**src/rtl/peek_pkg.sv**
```systemverilog
// Shared definitions for the peek capture path: data widths, match-mode
// encodings and the capture controller state encoding.
package peek_pkg;

  localparam int ET_W   = 16;
  localparam int VETO_W = 16;

  localparam logic [1:0] MODE_ET   = 2'b00;
  localparam logic [1:0] MODE_VETO = 2'b01;
  localparam logic [1:0] MODE_AND  = 2'b10;
  localparam logic [1:0] MODE_OR   = 2'b11;

  typedef enum logic [1:0] {
    PS_IDLE    = 2'd0,
    PS_ARMED   = 2'd1,
    PS_CAPTURE = 2'd2,
    PS_READOUT = 2'd3
  } peek_state_e;

  // Plain constants so the state register can stay a bare logic vector.
  localparam logic [1:0] ST_IDLE    = PS_IDLE;
  localparam logic [1:0] ST_ARMED   = PS_ARMED;
  localparam logic [1:0] ST_CAPTURE = PS_CAPTURE;
  localparam logic [1:0] ST_READOUT = PS_READOUT;

endpackage

```
**src/rtl/peek_trig_match.sv**
```systemverilog
// Combinational trigger match of one ET/veto sample against a mode and an
// ET threshold; shared by the trigger blocks of the peek path.
module peek_trig_match
  import peek_pkg::*;
(
  input  logic [1:0]        mode,
  input  logic [ET_W-1:0]   thre,
  input  logic [ET_W:0]     in_et,
  input  logic [VETO_W-1:0] in_veto,
  output logic              match
);

  logic peak_hit;
  logic veto_hit;

  // Threshold compare is strict: an ET sum equal to thre does not fire.
  assign peak_hit = in_et[ET_W] && (in_et[ET_W-1:0] > thre);
  assign veto_hit = |in_veto;

  always_comb begin
    match = 1'b0;
    case (mode)
      MODE_ET:   match = peak_hit;
      MODE_VETO: match = veto_hit;
      MODE_AND:  match = peak_hit && veto_hit;
      MODE_OR:   match = peak_hit || veto_hit;
      default:   match = 1'b0;
    endcase
  end

endmodule

```
**src/rtl/peek_capture_ctrl.sv**
```systemverilog
// Single-shot raw-pulse capture sequencer: arm, wait for a match, record DEPTH
// samples, drain them over a valid/ready port. PEEK_TIMESTAMP_EN adds trig_ts.
module peek_capture_ctrl
  import peek_pkg::*;
#(
  parameter int DEPTH = 8,
  parameter int TO_W  = 16
) (
  input  logic              clk,
  input  logic              reset,
  input  logic [1:0]        cfg_mode,
  input  logic [ET_W-1:0]   cfg_thre,
  input  logic [TO_W-1:0]   cfg_timeout,
  input  logic              arm,
  input  logic              abort,
  input  logic [ET_W:0]     in_et,
  input  logic [VETO_W-1:0] in_veto,
  output logic              rd_valid,
  input  logic              rd_ready,
  output logic [ET_W-1:0]   rd_et,
  output logic [VETO_W-1:0] rd_veto,
  output logic              rd_last,
  output logic              busy,
  output logic              armed,
  output logic              timeout_pulse,
  output logic [1:0]        dbg_state
`ifdef PEEK_TIMESTAMP_EN
  ,
  output logic [31:0]       trig_ts
`endif
);

  localparam int AW = $clog2(DEPTH);
  localparam logic [AW-1:0] LAST_IDX = AW'(DEPTH - 1);

  logic [1:0]        state;
  logic [1:0]        sh_mode;
  logic [ET_W-1:0]   sh_thre;
  logic [TO_W-1:0]   sh_timeout;
  logic [TO_W-1:0]   to_cnt;
  logic [TO_W-1:0]   to_cnt_inc;
  logic [AW-1:0]     wr_ptr;
  logic [AW-1:0]     rd_ptr;
  logic [AW-1:0]     rd_ptr_inc;
  logic [ET_W-1:0]   cap_et   [DEPTH];
  logic [VETO_W-1:0] cap_veto [DEPTH];
  logic              match;
  logic              trig;
  logic              to_hit;
  logic              xfer;
  logic              wr_en;

  peek_trig_match u_match (
    .mode    (sh_mode),
    .thre    (sh_thre),
    .in_et   (in_et),
    .in_veto (in_veto),
    .match   (match)
  );

  assign to_cnt_inc = to_cnt + TO_W'(1);
  assign rd_ptr_inc = rd_ptr + AW'(1);

  // A match beats a coinciding timeout; abort beats both.
  assign trig   = (state == ST_ARMED) && match && !abort;
  assign to_hit = (state == ST_ARMED) && !match && !abort &&
                  (sh_timeout != '0) && (to_cnt_inc == sh_timeout);

  // Readout handshake: a word transfers on a cycle where rd_valid and
  // rd_ready are both high; while rd_valid=1 and rd_ready=0 the word holds.
  assign xfer          = rd_valid && rd_ready;
  assign rd_last       = rd_valid && (rd_ptr == LAST_IDX);
  assign timeout_pulse = to_hit;
  assign busy          = (state != ST_IDLE);
  assign armed         = (state == ST_ARMED);
  assign dbg_state     = state;
  assign wr_en         = trig || (state == ST_CAPTURE);

  always_ff @(posedge clk) begin
    if (wr_en) begin
      cap_et[wr_ptr]   <= in_et[ET_W-1:0];
      cap_veto[wr_ptr] <= in_veto;
    end
  end

  always_ff @(posedge clk) begin
    if (reset) begin
      state      <= ST_IDLE;
      sh_mode    <= '0;
      sh_thre    <= '0;
      sh_timeout <= '0;
      to_cnt     <= '0;
      wr_ptr     <= '0;
      rd_ptr     <= '0;
      rd_valid   <= 1'b0;
      rd_et      <= '0;
      rd_veto    <= '0;
    end else if (abort) begin
      state    <= ST_IDLE;
      to_cnt   <= '0;
      wr_ptr   <= '0;
      rd_ptr   <= '0;
      rd_valid <= 1'b0;
      rd_et    <= '0;
      rd_veto  <= '0;
    end else begin
      case (state)
        ST_IDLE: begin
          if (arm) begin
            sh_mode    <= cfg_mode;
            sh_thre    <= cfg_thre;
            sh_timeout <= cfg_timeout;
            to_cnt     <= '0;
            wr_ptr     <= '0;
            state      <= ST_ARMED;
          end
        end
        ST_ARMED: begin
          if (match) begin
            wr_ptr <= AW'(1);
            state  <= ST_CAPTURE;
          end else if (to_hit) begin
            to_cnt <= '0;
            state  <= ST_IDLE;
          end else begin
            to_cnt <= to_cnt_inc;
          end
        end
        ST_CAPTURE: begin
          if (wr_ptr == LAST_IDX) begin
            // Entry 0 was written long ago, so it can be presented right away.
            wr_ptr   <= '0;
            rd_ptr   <= '0;
            rd_valid <= 1'b1;
            rd_et    <= cap_et[0];
            rd_veto  <= cap_veto[0];
            state    <= ST_READOUT;
          end else begin
            wr_ptr <= wr_ptr + AW'(1);
          end
        end
        ST_READOUT: begin
          if (xfer) begin
            if (rd_ptr == LAST_IDX) begin
              rd_ptr   <= '0;
              rd_valid <= 1'b0;
              state    <= ST_IDLE;
            end else begin
              rd_ptr  <= rd_ptr_inc;
              rd_et   <= cap_et[rd_ptr_inc];
              rd_veto <= cap_veto[rd_ptr_inc];
            end
          end
        end
        default: state <= ST_IDLE;
      endcase
    end
  end

`ifdef PEEK_TIMESTAMP_EN
  logic [31:0] ts_cnt;

  always_ff @(posedge clk) begin
    if (reset) begin
      ts_cnt  <= '0;
      trig_ts <= '0;
    end else begin
      ts_cnt <= ts_cnt + 32'd1;
      if (trig) trig_ts <= ts_cnt;
    end
  end
`endif

endmodule

```
**config.mk**
```make
export PLATFORM = sky130hd
export DESIGN_NAME = peek_capture_ctrl
export DESIGN_NICKNAME = d
export VERILOG_FILES = /design/src/rtl/peek_pkg.sv /design/src/rtl/peek_trig_match.sv /design/src/rtl/peek_capture_ctrl.sv
export SDC_FILE = /design/constraint.sdc
export NUM_CORES = 1
export LEC_CHECK = 0
export CAP_MARGIN = 10
export CORE_MARGIN = 5
export CORE_UTILIZATION = 55
export CTS_BUF_LIST = sky130_fd_sc_hd__clkbuf_16
export DETAILED_ROUTE_END_ITERATION = 16
export PLACE_DENSITY = 0.84
export SYNTH_ARGS = -nofsm -noshare
export SYNTH_HDL_FRONTEND = slang
export SYNTH_HIERARCHICAL = 1
export SYNTH_SLANG_ARGS = --single-unit
```
**constraint.sdc**
```tcl
create_clock -name clk -period 6.8 [get_ports clk]
set_input_delay 0.68 -clock clk [delete_from_list [all_inputs] [get_ports clk]]
set_output_delay 0.68 -clock clk [all_outputs]
set_load 0.01 [all_outputs]
```
==> results.py, run 1 <==
metrics = {
    "status": {
        "status": "finished, final reports clean",
    },
    "synthesis": {
        "synthTopCellsByCount": "edfxtp_1 (256), nor2_1 (94), a21oi_1 (91), dfxtp_1 (91), nand2_1 (89)",
        "synth_compound_area_share_pct": 7.86,
        "synth-seq-area-share_pct": 65.0,
        "yosys_warnings": 6,
        "synth_area_leaders": "edfxtp_1 (53%), dfxtp_1 (12%), mux4_2 (9.8%)",
        "syn_inst": 1048,
        "yosys.cell_count.top_type": "edfxtp_1",
        "yosys.area.top_type": "edfxtp_1",
        "synthMuxAreaShare_pct": 12.3,
        "synth.distinct_cells": 62,
        "synthAdderAreaFrac_pct": 2.14,
        "synthFlopType": "edfxtp_1",
        "synth.avg_cell_area_sq_um": 14.0,
        "synthesis.area_sq_um": 14600,
        "synth.top_cell.area_share_pct": 52.5,
        "synth_xor_area_share_pct": 0.898,
        "synth_nets": 1145,
        "synth_top_family_by_area": "multiplexers",
        "synthSimpleGateAreaFrac_pct": 9.24,
        "synth_edf_count": 256,
        "ys_ff_latch": 347,
        "synthArstFlopShare_pct": 0,
    },
    "floorplanning": {
        "fp.dieH_um": 173,
        "die-area_sq_um": 30000,
        "rows": 59,
        "fp.coreArea_sq_um": 26100,
        "start_util_pct": 56.0,
        "die_x_um": 173,
        "ios": 111,
    },
    "route": {
        "drc": 0,
        "routed_wirelength_um": 32700,
        "drt_iter0_markers": 720,
        "wl_per_cell_um": 21.7,
        "via_count": 9102,
        "ant_nets": 0,
        "drt_pass1_iterations": 5,
        "vias_per_cell": 6.04,
    },
    "clocking": {
        "clock_latency_ns": 0.51,
        "cts_tree": "yes",
        "hold_buffers": 0,
        "htreeDepth": 2,
        "cts-root-buf": "clkbuf_16",
        "cts.sinks": 347,
        "ctsResizeCount": 0,
        "cts_buffers": 36,
        "post-cts-setup-buffer-count": 0,
        "clk_pin_slew_ns": 0.06,
        "clockBufferDepth": 3,
    },
    "sta": {
        "skew_ns": 0.0177,
        "final-max-slew-violation-count": 0,
        "tightestPinTransition_ns": 1.07,
        "rsz0062_at_grt": "no",
        "fin_crit_sh_pct": 85.4,
        "finalHoldViolCount": 0,
        "post-route-min-period_ns": 5.81,
        "fmax_mhz": 172,
        "max_slew_margin_pct": 28.8,
        "setup_violations": 0,
        "tns_ns": 0,
    },
    "power_and_ir_drop": {
        "powerDensity_nw_per_um2": 251,
        "total_power_mw": 4.31,
        "p_leak_nw": 5.49,
        "ir_drop_mv": 0.169,
    },
    "critical_path": {
        "cp-start-kind": "input port",
        "cpPeakStageDelay_ns": 0.57,
        "worstPathMaxFanout": 9,
        "cpMaxStageDelayCell": "a2111oi_1",
        "path_cells": "clkdlybuf4s50_1, nor4_1, nand4_1, a2111oi_1, a22oi_1, nand2b_1, a2111oi_0, o2111ai_1, a311oi_1, nand4_1, or2_1, inv_2, clkdlybuf4s50_1",
        "crit_required_ns": 6.12,
        "end_kind": "primary output",
        "critPathArrivalTime_ns": 5.13,
        "critical_path_class": "in -> out",
    },
    "cells_and_area": {
        "fillers": 1841,
        "antennaDiodeCount": 0,
        "drive_gt1_share_pct": 13.3,
        "nets": 1244,
        "syn_to_final_growth_pct": 17.2,
    },
    "global_routing": {
        "grt_use_total_pct": 21.5,
        "grt_pass1_wl_um": 51000,
        "antenna_found_initial": 2,
        "grt_overflow": 0,
        "grt_pass1_vias": 9120,
        "grt_max_degree": 66,
    },
    "min_path": {
        "hold_class": "reg -> reg",
    },
    "placed_design": {
        "io_buffer_count": 110,
        "place.gp.congestion": 0.921,
        "dp.final_hpwl_um": 19200,
    },
    "flow_run": {
        "maxCapViolations": 0,
    },
}
==> critical path: cells and delay by family <==
kind            cells  cell delay (ns)
compound gates      5             1.67
buf+inv             3             1.16
simple gates        5             1.59
==> cells in the final DEF (no fill, tap or decap), drive strengths merged, types with 5 or more instances in the layout <==
cell | Yosys | final
mux2i | 33 | 33
inv | 26 | 36
nand2b | 13 | 13
or3 | 7 | 7
xor2 | 7 | 7
nand3 | 17 | 17
a211oi | 37 | 37
nor4 | 18 | 18
nor2 | 94 | 94
nand4 | 15 | 15
clkinv | 0 | 14
a211o | 5 | 5
mux4 | 64 | 64
ha | 25 | 25
nor2b | 5 | 5
clkdlybuf4s50 | 0 | 110
edfxtp | 256 | 256
o21ai | 21 | 21
xnor2 | 8 | 8
dfxtp | 91 | 91
a21o | 6 | 6
a21oi | 91 | 91
buf | 26 | 15
clkbuf | 38 | 38
nand2 | 90 | 90
nor3 | 15 | 15
==> state kept, by name, summed over array words and instances, names as in the netlist, named ones only <==
name        cells
rd_et          16
sh_timeout     16
rd_ptr          3
cap_et        128
wr_ptr          3
rd_valid        1
cap_veto      128
to_cnt         16
dbg_state       1
rd_veto        16
sh_mode         2
sh_thre        16
==> routing by layer <==
metal  track usage, %  vias to the layer above  share of wire [%]
met5                0                        -              0.083
met4             4.82                        4                1.7
met3             3.58                       57                6.8
met2             37.1                      337                 50
met1             29.0                     4503                 41
li1                 -                     4201                  -
==> cell type report <==
class                   count  area [sq um]  area share [%]
clock buffers              38           951            5.54
flip-flops and latches    347          9510            55.5
clock inverters            26           175            1.02
multi-input cells         611          4790            27.9
repair buffers            125          1210            7.07
well taps                 335           419            2.44
inverters                  26          97.6           0.569
==> logic make-up after synthesis <==
family                     after synthesis
adders and majority gates               25
AOI/OAI and AO/OA                      185
DFF                                    347
xor gates and xnor gates                15
and+or+nand+nor                        287
muxes                                   99
buffers and inverters                   90
==> stage by stage <==
stage                     hold slack, ns  std cells  setup slack, ns  cell area (sq um)  util, %
after detailed placement           0.451       1444             1.09              16000     61.3
after floorplan                    0.436       1048             1.83              14600        -
after global routing               0.482       1508            0.744              17200     65.6
after global placement             0.444       1444             1.23              16000     61.3
after CTS                          0.459       1508            0.973              17200     65.6
final                              0.456       1508            0.989              17200     65.6
==> path summary, 6_finish.rpt <==
kind | startpoint | endpoint | slack [ns] | cells past startpoint
max | in_veto[5] | timeout_pulse | 0.99 | 13
min | sh_thre[13] | sh_thre[13] | 0.46 | 2
max reg2reg | sh_thre[10] | to_cnt[14] | 2.47 | 15
min reg2reg | sh_thre[13] | sh_thre[13] | 0.46 | 2
==> report_power, final <==
group | switching [mW] | leakage, nW | internal, mW
Combinational | 0.0879 | 1.87 | 0.0705
Sequential | 0.0114 | 3.04 | 2.28
Clock | 0.776 | 0.590 | 1.09
No activity file was read; power rests on OpenSTA's default activity.
==> run 2, diff against run 1 <==
CORE_UTILIZATION = 40   (was 55)
PLACE_DENSITY = 0.66   (was 0.84)
==> run 2 against run 1 <==
  * Sequential share of layout area is 0.83 points lower
  * Non-clock buffer count is 7 higher
  * First-iteration DRC count is 18% lower
  * Clock power is 3% higher
  * Routed wire length is 1.6% higher
  * Clock-buffer cell count is 1 higher
==> results.py, run 2 (same netlist as run 1, synthesis figures left out) <==
metrics = {
    "status": {
        "status": "finished, final reports clean",
    },
    "route": {
        "drt_iter0_markers": 591,
        "via_count": 8928,
        "wl_per_cell_um": 20.1,
        "ant_nets": 0,
        "routed_wirelength_um": 33200,
        "drt_pass1_iterations": 5,
        "vias_per_cell": 5.39,
        "drc": 0,
    },
    "clocking": {
        "post-cts-setup-buffer-count": 0,
        "clock_latency_ns": 0.55,
        "cts_buffers": 38,
        "cts_tree": "yes",
        "cts-root-buf": "clkbuf_16",
        "hold_buffers": 0,
        "clockBufferDepth": 3,
        "cts.sinks": 347,
        "clk_pin_slew_ns": 0.06,
        "htreeDepth": 2,
        "ctsResizeCount": 0,
    },
    "sta": {
        "rsz0062_at_grt": "no",
        "final-max-slew-violation-count": 0,
        "tightestPinTransition_ns": 1.12,
        "fmax_mhz": 168,
        "finalHoldViolCount": 0,
        "skew_ns": 0.0164,
        "fin_crit_sh_pct": 87.8,
        "tns_ns": 0,
        "max_slew_margin_pct": 25.1,
        "post-route-min-period_ns": 5.97,
        "setup_violations": 0,
    },
    "global_routing": {
        "antenna_found_initial": 2,
        "grt_max_degree": 66,
        "grt_use_total_pct": 16.5,
        "grt_pass1_vias": 9035,
        "grt_pass1_wl_um": 52200,
        "grt_overflow": 0,
    },
    "power_and_ir_drop": {
        "p_clk_share_pct": 43.8,
        "ir_drop_mv": 0.147,
        "power.share.combinational_pct": 3.6,
        "p_int_mw": 3.44,
        "p_leak_nw": 5.54,
        "powerDensity_nw_per_um2": 251,
        "power.switching_uw": 925,
        "power_frac_seq_pct": 52.5,
        "swShare_pct": 21.2,
    },
    "cells_and_area": {
        "syn_to_final_growth_pct": 19.0,
        "nets": 1253,
        "utilization_pct": 47.9,
        "finalNonFillerCells": 1655,
        "fillers": 3146,
        "drive_gt1_share_pct": 14.2,
        "design_area_sq_um": 17400,
        "final_cell_mix": "edfxtp_1 (256), clkdlybuf4s50_1 (110), a21oi_1 (91), dfxtp_1 (90), nand2_1 (89)",
        "largestRegisters": "cap_et: 128 flops, cap_veto: 128 flops",
        "layout_commonest_cell": "edfxtp_1",
    },
    "critical_path": {
        "r2r_cells": 15,
        "cp-start-kind": "input port",
        "r2r_end": "to_cnt[14]",
        "end_kind": "primary output",
        "worstPathMaxFanout": 9,
        "crit_start": "in_veto[5]",
        "critPathArrivalTime_ns": 5.29,
        "ff2ff_setup_slack_ns": 2.48,
        "rr_startpoint": "sh_thre[10]",
        "crit_required_ns": 6.12,
        "critical_path_class": "in -> out",
    },
    "floorplanning": {
        "ios": 111,
        "die_x_um": 201,
        "rows": 70,
        "fp.coreArea_sq_um": 36300,
        "fp.dieH_um": 201,
        "start_util_pct": 40.3,
        "die-area_sq_um": 40500,
    },
    "placed_design": {
        "placed_area_sq_um": 16200,
        "dp.final_hpwl_um": 20500,
        "place.gp.congestion": 0.849,
        "io_buffer_count": 110,
        "placedCellCount": 1584,
    },
    "min_path": {
        "hold_path_depth": 2,
        "hold_class": "reg -> reg",
        "whs_endpoint": "sh_thre[3]",
        "hp-start": "sh_thre[3]",
    },
    "flow_run": {
        "maxCapViolations": 0,
    },
}
## run 2: cell type report
class	instances	area [sq um]	area share [%]
inverter	26	97.6	0.560
sequential	347	9510	54.6
timing repair buffer	132	1270	7.27
tap	468	586	3.36
clock inverter	31	195	1.12
antenna	1	2.50	0.0144
multi-input combinational	611	4780	27.4
clock buffer	39	976	5.60
## run 2: worst max-delay path, cell delays in order
cell	delay (ns)
clkdlybuf4s50_1	0.55
nor4_1	0.66
nand4_1	0.39
a2111oi_1	0.51
a22oi_1	0.26
nand2b_1	0.24
a2111oi_0	0.41
o2111ai_1	0.17
a311oi_1	0.23
nand4_1	0.23
or2_1	0.34
inv_2	0.09
clkdlybuf4s50_1	0.53
## run 2: layer usage
metal	wire, um	vias up	global-route usage, %
li1	-	4220	-
met1	14700	4430	21.9
met2	16200	224	27.7
met3	1550	52	3.19
met4	719	2	4.93
met5	7	-	0
## run 2: power groups by stage
stage | Combinational (mW) | Sequential, mW | Clock (mW)
finish | 0.159 | 2.29 | 1.91
global route | 0.177 | 2.29 | 2.06
global placement | 0.155 | 2.34 | 0
CTS | 0.159 | 2.29 | 1.97
detailed placement | 0.159 | 2.34 | 0
floorplan | 0.0693 | 2.34 | 0
## run 2: worst max-delay path by stage
stage	endpoint	slack [ns]
2_1_floorplan	cap_et[1][0]	1.83
3_3_place_gp	timeout_pulse	1.03
3_5_place_dp	timeout_pulse	0.83
4_1_cts	timeout_pulse	0.84
5_1_grt	timeout_pulse	0.42
6_report	timeout_pulse	0.83
## run 2: per-stage QoR
step | setup slack [ns] | total power [mW] | hold slack [ns]
4_1_cts | 0.837 | 4.43 | 0.459
2_1_floorplan | 1.83 | 2.41 | 0.436
3_3_place_gp | 1.03 | 2.49 | 0.447
3_5_place_dp | 0.826 | 2.50 | 0.451
5_1_grt | 0.422 | 4.53 | 0.481
6_report | 0.831 | 4.37 | 0.457
